[src/rtl/flag_pkg.sv]
// flag_pkg
//   Shared definitions for the processor status-flag block.
//   Flag index constants: branch and condition logic should index
//   flags_out only through these names, so the bit layout can change
//   in one place.
//   NFLAGS_BASE is the default flag count of the register.
package flag_pkg;

  localparam int FLAG_C = 0;
  localparam int FLAG_V = 1;
  localparam int FLAG_N = 2;
  localparam int FLAG_Z = 3;

  localparam int NFLAGS_BASE = 4;

endpackage : flag_pkg

[src/rtl/flag_lifo.sv]
// flag_lifo
//   LIFO shadow stack that holds saved flag vectors.
//   It contains the storage array, the occupancy counter, the full and
//   empty decode, and the detection of illegal operations.
//   The storage array has no reset. Entries above sp are never read.
// Ports
//   clk, rst_n : clock, asynchronous active-low reset (clears sp only)
//   push, pop  : stack operation requests
//   wr_data    : vector stored on a legal push
//   push_ok    : this cycle's push is accepted
//   pop_ok     : this cycle's pop is accepted
//   illegal    : push when full, pop when empty, or push and pop together
//   top_data   : entry at sp-1 (zero when the stack is empty)
//   sp         : number of occupied entries, 0..DEPTH
//   empty/full : decoded from the registered sp
module flag_lifo
  import flag_pkg::*;
#(
  parameter int WIDTH = NFLAGS_BASE,
  parameter int DEPTH = 4,
  localparam int SPW = $clog2(DEPTH + 1)
) (
  input  logic             clk,
  input  logic             rst_n,
  input  logic             push,
  input  logic             pop,
  input  logic [WIDTH-1:0] wr_data,
  output logic             push_ok,
  output logic             pop_ok,
  output logic             illegal,
  output logic [WIDTH-1:0] top_data,
  output logic [SPW-1:0]   sp,
  output logic             empty,
  output logic             full
);

  logic [WIDTH-1:0] mem_q [DEPTH];
  logic [WIDTH-1:0] mem_d [DEPTH];
  logic [SPW-1:0]   sp_q;
  logic [SPW-1:0]   sp_d;

  // A push together with a pop is treated as illegal. Neither operation
  // is allowed to change the stack in that case.
  always_comb begin
    empty   = (sp_q == '0);
    full    = (sp_q == SPW'(DEPTH));
    push_ok = push && !pop && !full;
    pop_ok  = pop && !push && !empty;
    illegal = (push && pop) || (push && full) || (pop && empty);
  end

  // Slot selection compares sp against each index. This avoids indexing
  // the array with sp, which is one bit wider than the slot address and
  // can hold DEPTH.
  always_comb begin
    mem_d = mem_q;
    for (int i = 0; i < DEPTH; i++) begin
      if (push_ok && (sp_q == SPW'(i))) begin
        mem_d[i] = wr_data;
      end
    end
  end

  always_comb begin
    top_data = '0;
    for (int i = 0; i < DEPTH; i++) begin
      if (sp_q == SPW'(i + 1)) begin
        top_data = mem_q[i];
      end
    end
  end

  always_comb begin
    sp_d = sp_q;
    if (push_ok) begin
      sp_d = sp_q + SPW'(1);
    end else if (pop_ok) begin
      sp_d = sp_q - SPW'(1);
    end
  end

  always_ff @(posedge clk or negedge rst_n) begin
    if (!rst_n) begin
      sp_q <= '0;
    end else begin
      sp_q <= sp_d;
    end
  end

  always_ff @(posedge clk) begin
    mem_q <= mem_d;
  end

  assign sp = sp_q;

endmodule : flag_lifo

[src/rtl/flag_stack_regs.sv]
// flag_stack_regs
//   Processor status-flag register with a per-bit write mask and a LIFO
//   shadow stack. The stack saves and restores the whole flag vector
//   across interrupt entry and return, and across nested calls.
// Ports
//   clk, rst_n  : clock, asynchronous active-low reset
//   wr_en       : write flags_in into the live flags, under wr_mask
//   wr_mask     : per-bit write enable
//   flags_in    : new flag values from the ALU
//   push, pop   : save or restore the live flags (from the interrupt controller)
//   err_clr     : clear the sticky error
//   flags_out   : live flags (registered)
//   sp          : occupied stack entries
//   stack_empty : sp == 0
//   stack_full  : sp == DEPTH
//   err         : sticky illegal-stack-operation flag
module flag_stack_regs
  import flag_pkg::*;
#(
  parameter int NFLAGS = NFLAGS_BASE,
  parameter int DEPTH  = 4,
  localparam int SPW   = $clog2(DEPTH + 1)
) (
  input  logic              clk,
  input  logic              rst_n,
  input  logic              wr_en,
  input  logic [NFLAGS-1:0] wr_mask,
  input  logic [NFLAGS-1:0] flags_in,
  input  logic              push,
  input  logic              pop,
  input  logic              err_clr,
  output logic [NFLAGS-1:0] flags_out,
  output logic [SPW-1:0]    sp,
  output logic              stack_empty,
  output logic              stack_full,
  output logic              err
);

  logic [NFLAGS-1:0] flags_q;
  logic [NFLAGS-1:0] flags_d;
  logic              err_q;
  logic              err_d;
  logic              push_ok;
  logic              pop_ok;
  logic              illegal;
  logic [NFLAGS-1:0] top_data;

  // The stack always captures flags_q, which is the value before any
  // same-cycle write. This lets interrupt entry save the old flags and
  // clear them in the same cycle.
  flag_lifo #(
    .WIDTH(NFLAGS),
    .DEPTH(DEPTH)
  ) u_lifo (
    .clk     (clk),
    .rst_n   (rst_n),
    .push    (push),
    .pop     (pop),
    .wr_data (flags_q),
    .push_ok (push_ok),
    .pop_ok  (pop_ok),
    .illegal (illegal),
    .top_data(top_data),
    .sp      (sp),
    .empty   (stack_empty),
    .full    (stack_full)
  );

  // A restore overrides the masked write. Illegal stack operations
  // still let the write through.
  always_comb begin
    flags_d = flags_q;
    if (pop_ok) begin
      flags_d = top_data;
    end else if (wr_en) begin
      flags_d = (flags_q & ~wr_mask) | (flags_in & wr_mask);
    end
  end

  // If an error event and err_clr arrive in the same cycle, the error
  // wins and err stays set.
  always_comb begin
    err_d = err_q;
    if (err_clr) begin
      err_d = 1'b0;
    end
    if (illegal) begin
      err_d = 1'b1;
    end
  end

  always_ff @(posedge clk or negedge rst_n) begin
    if (!rst_n) begin
      flags_q <= '0;
      err_q   <= 1'b0;
    end else begin
      flags_q <= flags_d;
      err_q   <= err_d;
    end
  end

  assign flags_out = flags_q;
  assign err       = err_q;

endmodule : flag_stack_regs

[config.mk]
export PLATFORM = sky130hd
export DESIGN_NAME = flag_stack_regs
export DESIGN_NICKNAME = d
export VERILOG_FILES = /design/src/rtl/flag_pkg.sv /design/src/rtl/flag_lifo.sv /design/src/rtl/flag_stack_regs.sv
export SDC_FILE = /design/constraint.sdc
export NUM_CORES = 1
export LEC_CHECK = 0
export ABC_AREA = 0
export BUFFER_PORTS_ARGS = -buffer_cell sky130_fd_sc_hd__buf_2
export CORE_MARGIN = 3
export CORE_UTILIZATION = 48
export DETAILED_ROUTE_END_ITERATION = 10
export GPL_TIMING_DRIVEN = 0
export PLACE_DENSITY = 0.74
export SETUP_SLACK_MARGIN = 0.15
export SLEW_MARGIN = 5
export SYNTH_ARGS = -nofsm -noshare
export SYNTH_HDL_FRONTEND = slang
export SYNTH_SLANG_ARGS = --single-unit
[constraint.sdc]
create_clock -name clk -period 1.9 [get_ports clk]
set_clock_uncertainty 0.1 [all_clocks]
set_input_delay 0.095 -clock clk [delete_from_list [all_inputs] [get_ports clk]]
set_output_delay 0.095 -clock clk [all_outputs]
set_load 0.02 [all_outputs]
==> impl_metrics.ini, run 1 <==
[finish]
antenna_cells = 0
synthToLayoutAreaGrowth_pct = 34.1
nets = 164
multi_input_area_um2 = 584
layout-drive-gt1-share_pct = 37.8
final-seq-area_um2 = 684
fillers = 163
final_cell_count_no_fill = 171
fin_area_um2 = 1630
final_util_pct = 70.8

[synthesis]
synthCells = 106
synth.distinct_cells = 30
synthSimpleGateAreaFrac_pct = 15.4
synthFlopType = edfxtp_1
async_flop_share_pct = 33.3
synth_compound_area_share_pct = 14.4
ys_ff_latch = 24
synthTopCellsByCount = edfxtp_1 (16), nand2_1 (16), dfrtp_1 (8)
synthAdderAreaFrac_pct = 6.19
synth.avg_cell_area_um2 = 11.4
ys.warnings.count = 0
synth_xor_area_share_pct = 0.722
synth-edff-count = 16
synth_top_family_by_area = simple AND/OR/NAND/NOR gates
synth_mux_area_share_pct = 3.30
yosysSeqAreaShare_pct = 56.1
synth_top_area_cell = edfxtp_1
synth_area_leaders = edfxtp_1 (40%), dfrtp_1 (17%), ha_1 (6.2%)
yosysTopAreaCellShare_pct = 39.6
syn-num-nets = 126
synth_area_um2 = 1210

[route]
initialDrtViolationCount = 30
vias = 948
routed_via_density = 5.54
wirelength_um = 2720
drtPass1Iterations = 4
ant_nets = 0
routedWlPerCell_um = 15.9
remaining_drc_errors = 0

[worst_setup_path]
critPathLaunch = u_lifo.sp[0]
critPathMaxFanout = 4
r2r_start = u_lifo.sp[0]
slowest_delay_ns = 0.48
cp-start-kind = flip-flop
endpoint_kind = flip-flop
critPathKind = reg2reg
cp_common_cell = ha_4
arrival_ns = 2.00
worstPathRequired_ns = 2.04
worstPathCellList = ha_4 -> ha_4 -> nor3b_4 -> a221oi_2 -> a221o_1 -> o21ai_1
crit_path_top_delay_cell = dfrtp_2

[placement]
numPlacedInstances = 157
dpl_cell_area_um2 = 1430
gp_congestion = 0.740
place_hpwl_um = 2000
portBuffers = 23

[global_routing]
met3_usage_pct = 2.99
grt_start_max_net_pins = 15
grt_pass1_vias = 908
grtUsageMet1_pct = 26.6
grt_pass1_wl_um = 4550
grtUsageTotal_pct = 18.6
met2_usage_pct = 29.9
overflow = 0
grt-busiest-layer = met2
antenna_found_initial = 0

[cts]
clkTransAtPathRegs_ns = 0.14
cts_max_level = 1
clock_path_buffers = 2
cts_root_buffer = clkbuf_4
cts.sinks = 24
cts_tree = yes
numCtsBuffers = 3
clk_latency_ns = 0.32

[run]
max_cap_violations = 0

[min_path]
min_path_type = in2reg
hold_start = flags_in[3]

[floorplan]
die_x_um = 56.3
start_util_pct = 52.8
die_y_um = 56.3
rows = 17
io_pins = 24
core_um2 = 2300
die-area_um2 = 3160

[pwr]
powerDensity_nw_per_um2 = 1520
ir_drop_mv = 1.20
total_power_mw = 2.47
p_leak_nw = 0.663

[timing]
worst_hold_slack_ns = 0.000332
fin_crit_ns = 1.86
min_period_over_period_pct = 98.0
max_freq_ghz = 0.537
hold_viol = 0
rsz0062_at_grt = true
drv_slew = 0
worst_pin_slew_ns = 0.396
slew_headroom_pct = 73.6
finalSetupViolCount = 0

[run_status]
status = finished clean
-- through the flow --
stage	setup slack, ns	TNS [ns]
6_report	0.0382	0
5_1_grt	-0.0478	-0.148
4_1_cts	0.0280	0
3_5_place_dp	-0.0698	-0.152
3_3_place_gp	0.0211	0
2_1_floorplan	0.114	0
-- final timing paths --
path | endpoint | slack [ns] | cells past startpoint
setup / recovery | flip-flop | 0.04 | 6
hold / removal | flip-flop | 0.0003 | 3
setup reg to reg | flip-flop | 0.04 | 6
hold reg to reg | err | 0.45 | 1
max in group asynchronous | u_lifo.sp[2] | 1.49 | 2
min in group asynchronous | u_lifo.sp[1] | 0.02 | 2
-- layer usage --
metal | part of all wire, % | wire length (um)
met2 | 48 | 1300
met5 | 0 | 0
met1 | 43 | 1170
met3 | 8.4 | 227
met4 | 0.99 | 27
-- placed cells by master (no fill, tap or decap), types with 2 or more instances in the layout --
master,instances
a21oi_1,4
a221o_1,5
a221oi_2,4
and2_1,4
buf_2,22
buf_4,7
buf_6,2
clkbuf_4,3
dfrtp_1,5
dfrtp_2,3
dlygate4sd3_1,5
edfxtp_1,16
ha_1,2
ha_4,3
inv_1,3
inv_2,2
mux2i_1,4
nand2_1,16
nor2_1,6
o21ai_0,2
o21ai_1,4
-- power breakdown --
| group | total [mW] | switching (mW) | internal (mW) |
|---|---|---|---|
| logic | 1.23 | 0.687 | 0.543 |
| registers | 0.873 | 0.136 | 0.737 |
| clock network | 0.367 | 0.154 | 0.213 |
-- worst max-delay path, delay by kind of cell, from the launching register on --
kind                       cells  cell delay [ns]
AOI/OAI and AO/OA              3             0.53
DFF                            1             0.48
adders and majority gates      2             0.35
and+or+nand+nor                1             0.31
-- final cells by class --
cell class	instances	share of cell area, %
clock inverters	1	1.85
well taps	28	2.16
inverters	6	1.54
repair buffers	33	12.8
flip-flops and latches	24	42.1
plain buffers	5	2.23
multi-input cells	71	36.0
clock buffers	3	1.39
-- logic make-up after synthesis --
group / after synthesis
and+or+nand+nor: 36
AOI/OAI and AO/OA: 24
DFF: 24
buffers and inverters: 11
adders and majority gates: 6
muxes: 4
xor gates and xnor gates: 1
-- what timing repair did --
| action | 4_1_cts | 5_1_grt |
|---|---|---|
| hold endpoints to repair | 12 | 0 |
| gates resized for setup | 12 | 4 |
| setup endpoints to repair | 8 | 13 |
| hold buffers | 5 | 0 |
| pin swaps | 8 | 1 |
| setup buffers | 5 | 0 |
Power figures use the tool's default switching activity.
==> run 2, diff against run 1 <==
CORE_UTILIZATION = 50   (was 48)
CTS_BUF_LIST = sky130_fd_sc_hd__clkbuf_8   (was unset)
PLACE_DENSITY = 0.73   (was 0.74)
clock period = 2.05 ns   (was 1.9 ns; I/O delays follow)
==> impl_metrics.ini, run 2 (synthesized netlist as in run 1, its figures left out) <==
[placement]
portBuffers = 23
place_hpwl_um = 1930
gp_congestion = 0.732
numPlacedInstances = 157

[cts]
numCtsBuffers = 3
clock_path_buffers = 2
cts_max_level = 1
cts_tree = yes
clkTransAtPathRegs_ns = 0.09
clk_latency_ns = 0.27
cts_root_buffer = clkbuf_8
cts.sinks = 24

[route]
remaining_drc_errors = 0
routedWlPerCell_um = 15.9
routed_via_density = 5.59
vias = 951
drtPass1Iterations = 4
wirelength_um = 2700
ant_nets = 0
initialDrtViolationCount = 29

[timing]
worst_pin_slew_ns = 0.380
slew_headroom_pct = 74.7
drv_slew = 0
fin_crit_ns = 1.90
rsz0062_at_grt = true
max_freq_ghz = 0.527
hold_viol = 0
finalSetupViolCount = 0
finalSetupTns_ns = 0
min_period_over_period_pct = 92.5

[worst_setup_path]
endpoint_kind = flip-flop
arrival_ns = 1.99
worstPathRequired_ns = 2.14
cp-start-kind = flip-flop
critPathMaxFanout = 5
critPathKind = reg2reg

[run]
max_cap_violations = 0

[global_routing]
grt_pass1_wl_um = 4300
overflow = 0
antenna_found_initial = 0
grtUsageTotal_pct = 18.5
grt_start_max_net_pins = 15
grt_pass1_vias = 896

[finish]
final_common_cell = buf_2
fillers = 169
synthToLayoutAreaGrowth_pct = 34.4
layout-drive-gt1-share_pct = 38.7
nets = 163
layout_common_cells = buf_2 (25), nand2_1 (16), edfxtp_1 (16), buf_4 (7), nor2_1 (6)
final_cell_count_no_fill = 170
final_util_pct = 72.3
antenna_cells = 0

[floorplan]
die-area_um2 = 3050
die_x_um = 55.2
rows = 17
io_pins = 24
core_um2 = 2250
start_util_pct = 53.8
die_y_um = 55.2

[pwr]
p_leak_nw = 0.672
ir_drop_mv = 1.00
powerDensity_nw_per_um2 = 1460

[min_path]
min_path_type = in2reg

[run_status]
status = finished clean
run 2: cell types whose count changed in the layout (fill, tap and decap cells not counted), sizes merged:
cell	previous run	this run
buf	31	35
dlygate4sd3	5	1
clkbuf	5	4
run 2: worst paths after layout:
path,end,start,slack [ns],cells after the start
max in group asynchronous,u_lifo.sp[2],rst_n,1.57,2
min in group asynchronous,u_lifo.sp[1],rst_n,0.10,2
worst min-delay path,flip-flop,flags_in[2],0.02,3
worst max-delay path,flip-flop,u_lifo.sp[1],0.15,7
worst max register to register,flip-flop,u_lifo.sp[1],0.15,7
worst min register to register,err,err,0.43,1
run 2: worst max-delay path, stage by stage, from the launching register on:
cell and delay (ns):
dfrtp_2 0.48, ha_4 0.19, ha_4 0.18, nor3b_4 0.22, buf_4 0.16, a221oi_2 0.06, a221o_1 0.33, o21ai_0 0.08
run 2: what timing repair did:
| item | 4_1_cts | 5_1_grt |
|---|---|---|
| setup endpoints to repair | 8 | 14 |
| endpoints found under the hold margin | 8 | 0 |
| pin swaps | 5 | 11 |
| hold buffers | 1 | 0 |
| resized for setup | 13 | 11 |
| buffers inserted | 4 | 4 |
run 2: final cells by class:
type	count	area [um^2]	share of cell area, %
plain buffers	5	32.5	2.00
clock buffers	3	41.3	2.53
clock inverters	1	30.0	1.84
inverters	6	22.5	1.38
multi-input cells	71	591	36.3
flip-flops and latches	24	684	42.0
well taps	28	35.0	2.15
repair buffers	32	193	11.8
run 2: metal layers:
layer  GRT usage, %  up-vias  wire [um]
li1               -      464          -
met1           24.8      447       1200
met2           29.2       33       1280
met3           3.97        7        161
met4           7.64        0         63
met5              0        -          0
run 2: power by group:
| part | switching (mW) | internal [mW] |
|---|---|---|
| registers | 0.134 | 0.684 |
| clock network | 0.151 | 0.261 |
| logic | 0.635 | 0.513 |
| total | 0.920 | 1.46 |
run 2: metrics by stage:
stage	power [mW]	setup WS, ns	hold slack (ns)	instance area [um^2]
finish	2.38	0.154	0.0195	1630
global placement	1.64	0.0723	-0.143	1380
detailed placement	1.68	-0.0460	-0.140	1380
global route	2.52	0.105	0.0287	1630
floorplan	1.40	0.171	-0.293	1230
CTS	2.25	0.125	0.0247	1560
==> run 3, diff against run 2 <==
SETUP_SLACK_MARGIN = 0.4   (was 0.15)
==> impl_metrics.ini, run 3 (synthesized netlist as in run 1, its figures left out) <==
[global_routing]
grt_start_max_net_pins = 15
antenna_found_initial = 0
overflow = 0
grtUsageTotal_pct = 20.1
grt_pass1_wl_um = 4720
grt_pass1_vias = 925

[finish]
final_common_cell = buf_2
layout_common_cells = buf_2 (22), nand2_1 (16), edfxtp_1 (16), buf_4 (12), nor2_1 (6)
synthToLayoutAreaGrowth_pct = 37.0
nets = 166
layout-drive-gt1-share_pct = 42.1
antenna_cells = 0

[pwr]
powerDensity_nw_per_um2 = 1490
ir_drop_mv = 0.940
p_leak_nw = 0.687

[worst_setup_path]
critPathMaxFanout = 4
slowest_delay_ns = 0.47
critPathTopFamily = flip-flops
crit_path_top_delay_cell = dfrtp_2
critical_path_buf_inv_count = 1
cp-start-kind = flip-flop
endpoint_kind = flip-flop
worstPathCellList = buf_4 -> ha_4 -> nor4b_4 -> nand2_1 -> a221o_1 -> o21ai_1
critPathKind = reg2reg
worstPathRequired_ns = 2.16
arrival_ns = 1.96

[timing]
rsz0062_at_grt = true
hold_viol = 0
slew_headroom_pct = 76.3
worst_hold_slack_ns = 0.00440
drv_slew = 0
worst_pin_slew_ns = 0.356
fin_crit_ns = 1.85
max_freq_ghz = 0.539
min_period_over_period_pct = 90.4
finalSetupTns_ns = 0
finalSetupViolCount = 0

[floorplan]
rows = 17
start_util_pct = 53.8
core_um2 = 2250
io_pins = 24
die_y_um = 55.2
die_x_um = 55.2
die-area_um2 = 3050

[route]
ant_nets = 0
routedWlPerCell_um = 16.8
drt-met1-wl_um = 1270
drtPass1Iterations = 4
wl_met2_um = 1370
wirelength_um = 2910
vias = 988
initialDrtViolationCount = 24
wl_met3_um = 193
dr.max_layer_used = met4
routed_via_density = 5.71
remaining_drc_errors = 0

[cts]
clock_path_buffers = 2
cts_tree = yes
clkTransAtPathRegs_ns = 0.08
cts_max_level = 1
clk_latency_ns = 0.27
cts_root_buffer = clkbuf_8
cts.sinks = 24
numCtsBuffers = 3

[run]
max_cap_violations = 0

[placement]
portBuffers = 23
gp_congestion = 0.741
place_hpwl_um = 2000

[min_path]
min_path_type = in2reg

[run_status]
status = finished clean
## run 3: cell count changes in the layout (fill, tap and decap cells not counted), moves of 2 or more
| cell | before | now |
|---|---|---|
| buf_2 | 25 | 22 |
| buf_4 | 7 | 12 |
| o21ai_0 | 4 | 2 |
| o21ai_1 | 2 | 4 |
## run 3: where the power goes
group / internal (mW) / leakage (nW) / total [mW] / switching [mW]
clock: 0.261 / 0.0357 / 0.419 / 0.158
combinational: 0.567 / 0.411 / 1.23 / 0.666
sequential: 0.684 / 0.241 / 0.820 / 0.136
total: 1.51 / 0.687 / 2.47 / 0.959
## run 3: routing by layer
| layer | track usage, % | up-vias |
|---|---|---|
| li1 | - | 469 |
| met1 | 27.5 | 462 |
| met5 | 0 | - |
| met3 | 3.04 | 9 |
| met4 | 10.1 | 0 |
| met2 | 31.1 | 48 |
## run 3: repair_timing
action	in CTS	in global routing
endpoints found under the setup margin	18	18
hold buffers	2	0
buffers inserted	8	2
gates resized for setup	14	6
endpoints found under the hold margin	9	0
pin swaps	8	2
## run 3: area by class of cell
class	instances	area, um^2
multi-input cells	71	592
repair buffers	35	215
inverters	6	25.0
clock buffers	3	41.3
flip-flops and latches	24	684
clock inverters	1	30.0
well taps	28	35.0
plain buffers	5	38.8
fillers	162	593
## run 3: tightest hold or removal path, delay by kind of cell
family / cells / cell delay [ns]
buf+inv: 1 / 0.08
mux: 1 / 0.06
compound gates: 1 / 0.11
## run 3: metrics by stage
stage	setup WS [ns]	cells	area, um^2	total power, mW	utilization (%)
after floorplan	0.264	106	1270	1.48	-
after global placement	0.170	157	1430	1.72	63.2
after detailed placement	0.139	157	1430	1.76	63.2
after CTS	0.218	171	1630	2.38	72.1
after global routing	0.107	173	1660	2.62	73.7
final	0.196	173	1660	2.47	73.7
## run 3: path summary, 6_finish.rpt
kind,startpoint,endpoint,slack [ns],depth (start not counted)
max,u_lifo.sp[1],flip-flop,0.20,6
min,flags_in[2],flip-flop,0.004,3
max reg2reg,u_lifo.sp[1],flip-flop,0.20,6
min reg2reg,err,err,0.42,1
max in group asynchronous,rst_n,u_lifo.sp[0],1.58,2
min in group asynchronous,rst_n,asynchronous set/reset pin,0.09,2
